## src/rtl/hazard_ctrl_unit.sv

```systemverilog
// Pipeline hazard controller: memory-wait freeze, branch flush, load-use stall, timeout halt.
// Define HC_PERF_EN to add the stall/flush performance counters.
module hazard_ctrl_unit #(
  parameter int unsigned LU_BUBBLES  = 1,
  parameter int unsigned MEM_TIMEOUT = 255
) (
  input  logic       clk_HC,
  input  logic       rst_HC,
  input  logic [4:0] rs1_ID,
  input  logic [4:0] rs2_ID,
  input  logic       rs1_used_ID,
  input  logic       rs2_used_ID,
  input  logic [4:0] rd_EX,
  input  logic       MemRead_EX,
  input  logic       branch_taken_EX,
  input  logic       mem_req_MEM,
  input  logic       mem_ready_MEM,
  output logic       en_PC,
  output logic       en_IFID,
  output logic       en_IDEX,
  output logic       en_EXMEM,
  output logic       en_MEMWB,
  output logic       NOP_IFID,
  output logic       NOP_IDEX,
  output logic       NOP_MEMWB,
  output logic       mem_err,
  output logic [1:0] state_HC
`ifdef HC_PERF_EN
  ,
  output logic [31:0] stall_cycles_HC,
  output logic [31:0] flush_cnt_HC
`endif
);

  typedef enum logic [1:0] {StRun = 2'd0, StBubble = 2'd1, StHalt = 2'd2} state_e;

  state_e      state_q, state_d;
  logic [1:0]  bcnt_q, bcnt_d;
  logic [15:0] wcnt_q, wcnt_d;
  logic        mem_err_q, mem_err_d;
  logic        lu, mw, halted;

  assign lu = MemRead_EX && (rd_EX != 5'd0) &&
              ((rs1_used_ID && (rs1_ID == rd_EX)) || (rs2_used_ID && (rs2_ID == rd_EX)));
  assign mw = mem_req_MEM && !mem_ready_MEM;
  // Encoding 3 is unused and treated as HALT.
  assign halted = state_q[1];

  always_comb begin
    state_d   = state_q;
    bcnt_d    = bcnt_q;
    wcnt_d    = 16'd0;
    mem_err_d = mem_err_q;
    en_PC     = 1'b1;
    en_IFID   = 1'b1;
    en_IDEX   = 1'b1;
    en_EXMEM  = 1'b1;
    en_MEMWB  = 1'b1;
    NOP_IFID  = 1'b0;
    NOP_IDEX  = 1'b0;
    NOP_MEMWB = 1'b0;

    if (halted || mw) begin
      // Freeze the front of the pipe; drain a bubble into MEM/WB.
      en_PC     = 1'b0;
      en_IFID   = 1'b0;
      en_IDEX   = 1'b0;
      en_EXMEM  = 1'b0;
      NOP_MEMWB = 1'b1;
      if (!halted) begin
        wcnt_d = wcnt_q + 16'd1;
        if (wcnt_q == 16'(MEM_TIMEOUT - 1)) begin
          state_d   = StHalt;
          mem_err_d = 1'b1;
        end
      end
    end else if (branch_taken_EX) begin
      NOP_IFID = 1'b1;
      NOP_IDEX = 1'b1;
      state_d  = StRun;
      bcnt_d   = 2'd0;
    end else if (state_q == StBubble || lu) begin
      en_PC    = 1'b0;
      en_IFID  = 1'b0;
      NOP_IDEX = 1'b1;
      if (state_q == StBubble) begin
        bcnt_d = bcnt_q - 2'd1;
        if (bcnt_q == 2'd1) state_d = StRun;
      end else if (LU_BUBBLES > 1) begin
        state_d = StBubble;
        bcnt_d  = 2'(LU_BUBBLES - 1);
      end
    end

    if (rst_HC) begin
      en_PC     = 1'b0;
      en_IFID   = 1'b0;
      en_IDEX   = 1'b0;
      en_EXMEM  = 1'b0;
      en_MEMWB  = 1'b0;
      NOP_IFID  = 1'b0;
      NOP_IDEX  = 1'b0;
      NOP_MEMWB = 1'b0;
    end
  end

  always_ff @(posedge clk_HC or posedge rst_HC) begin
    if (rst_HC) begin
      state_q   <= StRun;
      bcnt_q    <= 2'd0;
      wcnt_q    <= 16'd0;
      mem_err_q <= 1'b0;
    end else begin
      state_q   <= state_d;
      bcnt_q    <= bcnt_d;
      wcnt_q    <= wcnt_d;
      mem_err_q <= mem_err_d;
    end
  end

  assign mem_err  = mem_err_q;
  assign state_HC = state_q;

`ifdef HC_PERF_EN
  logic [31:0] stall_q, flush_q;
  logic        flush_act;

  assign flush_act = !halted && !mw && branch_taken_EX;

  always_ff @(posedge clk_HC or posedge rst_HC) begin
    if (rst_HC) begin
      stall_q <= 32'd0;
      flush_q <= 32'd0;
    end else begin
      if (!halted && !en_PC) stall_q <= stall_q + 32'd1;
      if (flush_act)         flush_q <= flush_q + 32'd1;
    end
  end

  assign stall_cycles_HC = stall_q;
  assign flush_cnt_HC    = flush_q;
`endif

endmodule
```

## config.mk

```make
export PLATFORM = sky130hd
export DESIGN_NAME = hazard_ctrl_unit
export DESIGN_NICKNAME = d
export VERILOG_FILES = /design/src/rtl/hazard_ctrl_unit.sv
export SDC_FILE = /design/constraint.sdc
export NUM_CORES = 1
export LEC_CHECK = 0
export ABC_CLOCK_PERIOD_IN_PS = 1900
export CAP_MARGIN = 20
export CORE_UTILIZATION = 43
export DETAILED_ROUTE_END_ITERATION = 8
export GPL_TIMING_DRIVEN = 1
export PLACE_DENSITY_LB_ADDON = 0.12
export SYNTH_ARGS = -nofsm -noshare
export SYNTH_HDL_FRONTEND = slang
export SYNTH_SLANG_ARGS = --single-unit
```

## constraint.sdc

```tcl
create_clock -name clk_HC -period 1.9 [get_ports clk_HC]
set_input_delay 0.38 -clock clk_HC [delete_from_list [all_inputs] [get_ports clk_HC]]
set_output_delay 0.38 -clock clk_HC [all_outputs]
set_load 0.005 [all_outputs]
```

==> flow_summary.yaml <==
synth:
  synth_warnings: 0
  syn_area_per_cell_um2: 9.31
  synth_top_area_share_pct: 41.3
  yosysTopAreaCell: "dfrtp_1"
  synth_commonest_cells: "18 x dfrtp_1, 17 x nor2_1, 13 x xor2_1, 9 x xnor2_1"
  yosysMostFrequentCell: "dfrtp_1"
  synthArstFlopShare_pct: 100
  synthesis.nets: 142
  syn_inst: 117
  synth_area_leaders: "dfrtp_1 41%, xor2_1 10%, xnor2_1 7.2%, nor2_1 5.9%, nor4_1 2.9%"
  synth_edf_count: 0
  ys_seq_area_share_pct: 41.3
  syn-cell-area_um2: 1090
  synth_cell_type_count: 32
  yosys_most_used_dff: "dfrtp_1"
  synth_seq_cells: 18
hold_path:
  hold_path_end: "mem_err"
  min_path_cells: 1
  min_from: "mem_err"
  min_path_type: "reg2reg"
flow_run:
  drv_cap: 0
worst_setup_path:
  reg2reg_depth: 5
  cp_cell_sequence: "clkdlybuf4s50_1 > nor2b_4 > nor3_2 > and2_1 > buf_4 > o21bai_1 > buf_2"
  cpPeakStageDelay_ps: 460
  timing.rr.start: "wcnt_q[0]"
  cp_max_fo: 2
  slowest_stage: "clkdlybuf4s50_1"
  critPathLaunchType: "primary input"
  critical_path_class: "in2out"
  cp-end-kind: "primary output"
  cp.required_ps: 1520
  worstReg2RegEnd: "wcnt_q[14]"
  r2r_setup_slack_ps: 190
  critPathArrivalTime_ps: 1590
outcome:
  violations: "setup timing"
  status: "complete, but fails checks"
sta:
  post-route-period-util_pct: 103
  slew_violations: 0
  layout_setup_ws_ps: -66.2
  rsz0062_at_grt: "yes"
  final-hold-violation-count: 0
  min_period_ps: 1970
  final.setup.tns_ps: -72.9
  max_freq_mhz: 509
  fin_skew_ps: 1.31
  finalSetupViolCount: 3
detailed_routing:
  dr.pass1.iters: 4
  vias: 957
  post-route-drc-count: 0
  dr.first_iter.drc_count: 16
  postRouteAntennaNets: 0
  wire_per_inst_um: 12.4
  via_per_inst: 5.06
  wl_mm: 2.35
clock_network:
  cts.path.max_buffers: 2
  clk_pin_slew_ps: 100
  cts_tree: "done"
  hold_buffers: 0
  cts_buffers: 3
  clock_tree.root_cell: "clkbuf_4"
  clock_sinks: 18
  cts_htree_levels: 1
  clock_latency_ps: 290
layout:
  fillers: 181
  drive_gt1_share_pct: 23.6
  nets: 188
  syn_to_final_growth_pct: 39.5
  n_antenna_cell: 0
  stdcell_area_um2: 1520
place:
  placedInstanceArea_um2: 1490
  gp_congestion: 0.830
  portBuffers: 32
  dpl.hpwl_mm: 1.80
power:
  power_density_nw_per_um2: 466
  ir_drop_v: 0.000316
  p_leak_nw: 0.680
floorplanning:
  num_io_pins: 34
  die_w_um: 52.3
  die_area_um2: 2740
  die_h_um: 52.3
  initial_core_util_pct: 47.4
  core_area_um2: 2300
  rows: 17
grt:
  antenna_found_initial: 0
  grtUsageTotal_pct: 20.1
  grt_start_max_net_pins: 19
  grt_pass1_wl_mm: 4.02
  grt_pass1_vias: 975
  grt.overflow.total: 0
[stage by stage]
step	utilization [%]	setup WS, ps	power (mW)	instances	hold slack, ps
floorplan	-	161	0.444	117	344
global placement	65.0	-725	0.531	183	448
detailed placement	65.0	-725	0.533	183	445
CTS	66.3	-87.3	0.717	189	473
global route	66.2	-125	0.746	189	480
finish	66.2	-66.2	0.708	189	469
[layout make-up]
| class | count | area (um^2) | area share, % |
|---|---|---|---|
| multi-input cells | 89 | 623 | 41.0 |
| flip-flops and latches | 18 | 450 | 29.6 |
| repair buffers | 45 | 367 | 24.1 |
| well taps | 28 | 35.0 | 2.30 |
| clock buffers | 3 | 22.5 | 1.48 |
| inverters | 6 | 22.5 | 1.48 |
[worst max-delay path, delay by kind of cell]
family	cells	cell delay, ps
compound gates	1	150
buf+inv	3	720
simple gates	3	350
[power by group]
part	total, mW	internal [mW]	switching (mW)	leakage, nW
clock	0.189	0.0738	0.115	0.0138
combinational	0.132	0.0755	0.0561	0.416
sequential	0.388	0.385	0.00356	0.251
total	0.708	0.534	0.174	0.680
[layer usage]
layer / vias up / part of all wire, % / track usage, %
li1: 481 / - / -
met4: 0 / 1.4 / 9.65
met1: 435 / 43 / 22.3
met3: 4 / 8.2 / 6.96
met2: 37 / 47 / 33.8
met5: - / 0 / 0
[cell families (layout without fill, tap and decap cells)]
kind of cell | after synthesis | after routing | synth area share, %
fa+ha+maj | 2 | 2 | 2.30
simple gates | 55 | 55 | 27.9
mux | 1 | 1 | 0.919
compound gates | 8 | 8 | 5.05
other cells | 1 | 1 | 0.344
buf+inv | 10 | 54 | 4.48
xor+xnor | 22 | 22 | 17.7
flops | 18 | 18 | 41.3
[how the worst max path moves through the flow]
stage	start	endpoint	slack (ps)	depth (start not counted)
floorplan	rd_EX[3]	en_PC	160	5
global placement	rd_EX[1]	en_PC	-720	5
detailed placement	rd_EX[3]	en_IFID	-730	6
CTS	rd_EX[2]	en_IFID	-90	7
global route	rd_EX[1]	NOP_IDEX	-130	7
finish	mem_req_MEM	NOP_IDEX	-70	7
[flip-flops by register name, summed over array words and instances (netlist names)]
| signal | cells |
|---|---|
| wcnt_q | 16 |
| mem_err | 1 |
| state_HC | 1 |
[layout by cell type, fill, tap and decap left out, drive strengths merged, types with 3 or more instances in the layout]
cell            n
buf            20
clkbuf          7
clkdlybuf4s15   6
clkdlybuf4s50   9
dfrtp          18
dlygate4sd2     6
inv             6
nand2           3
nand3           6
nand4           5
nor2           17
nor3            6
nor4            5
xnor2           9
xor2           13
[what timing repair did]
action / CTS / global route
resized for setup: 62 / 8
gates cloned: 0 / 0
pin swaps: 12 / 6
buffers inserted: 3 / 0
endpoints found under the setup margin: 8 / 6
Note: power is estimated with default switching activity, not from simulation.
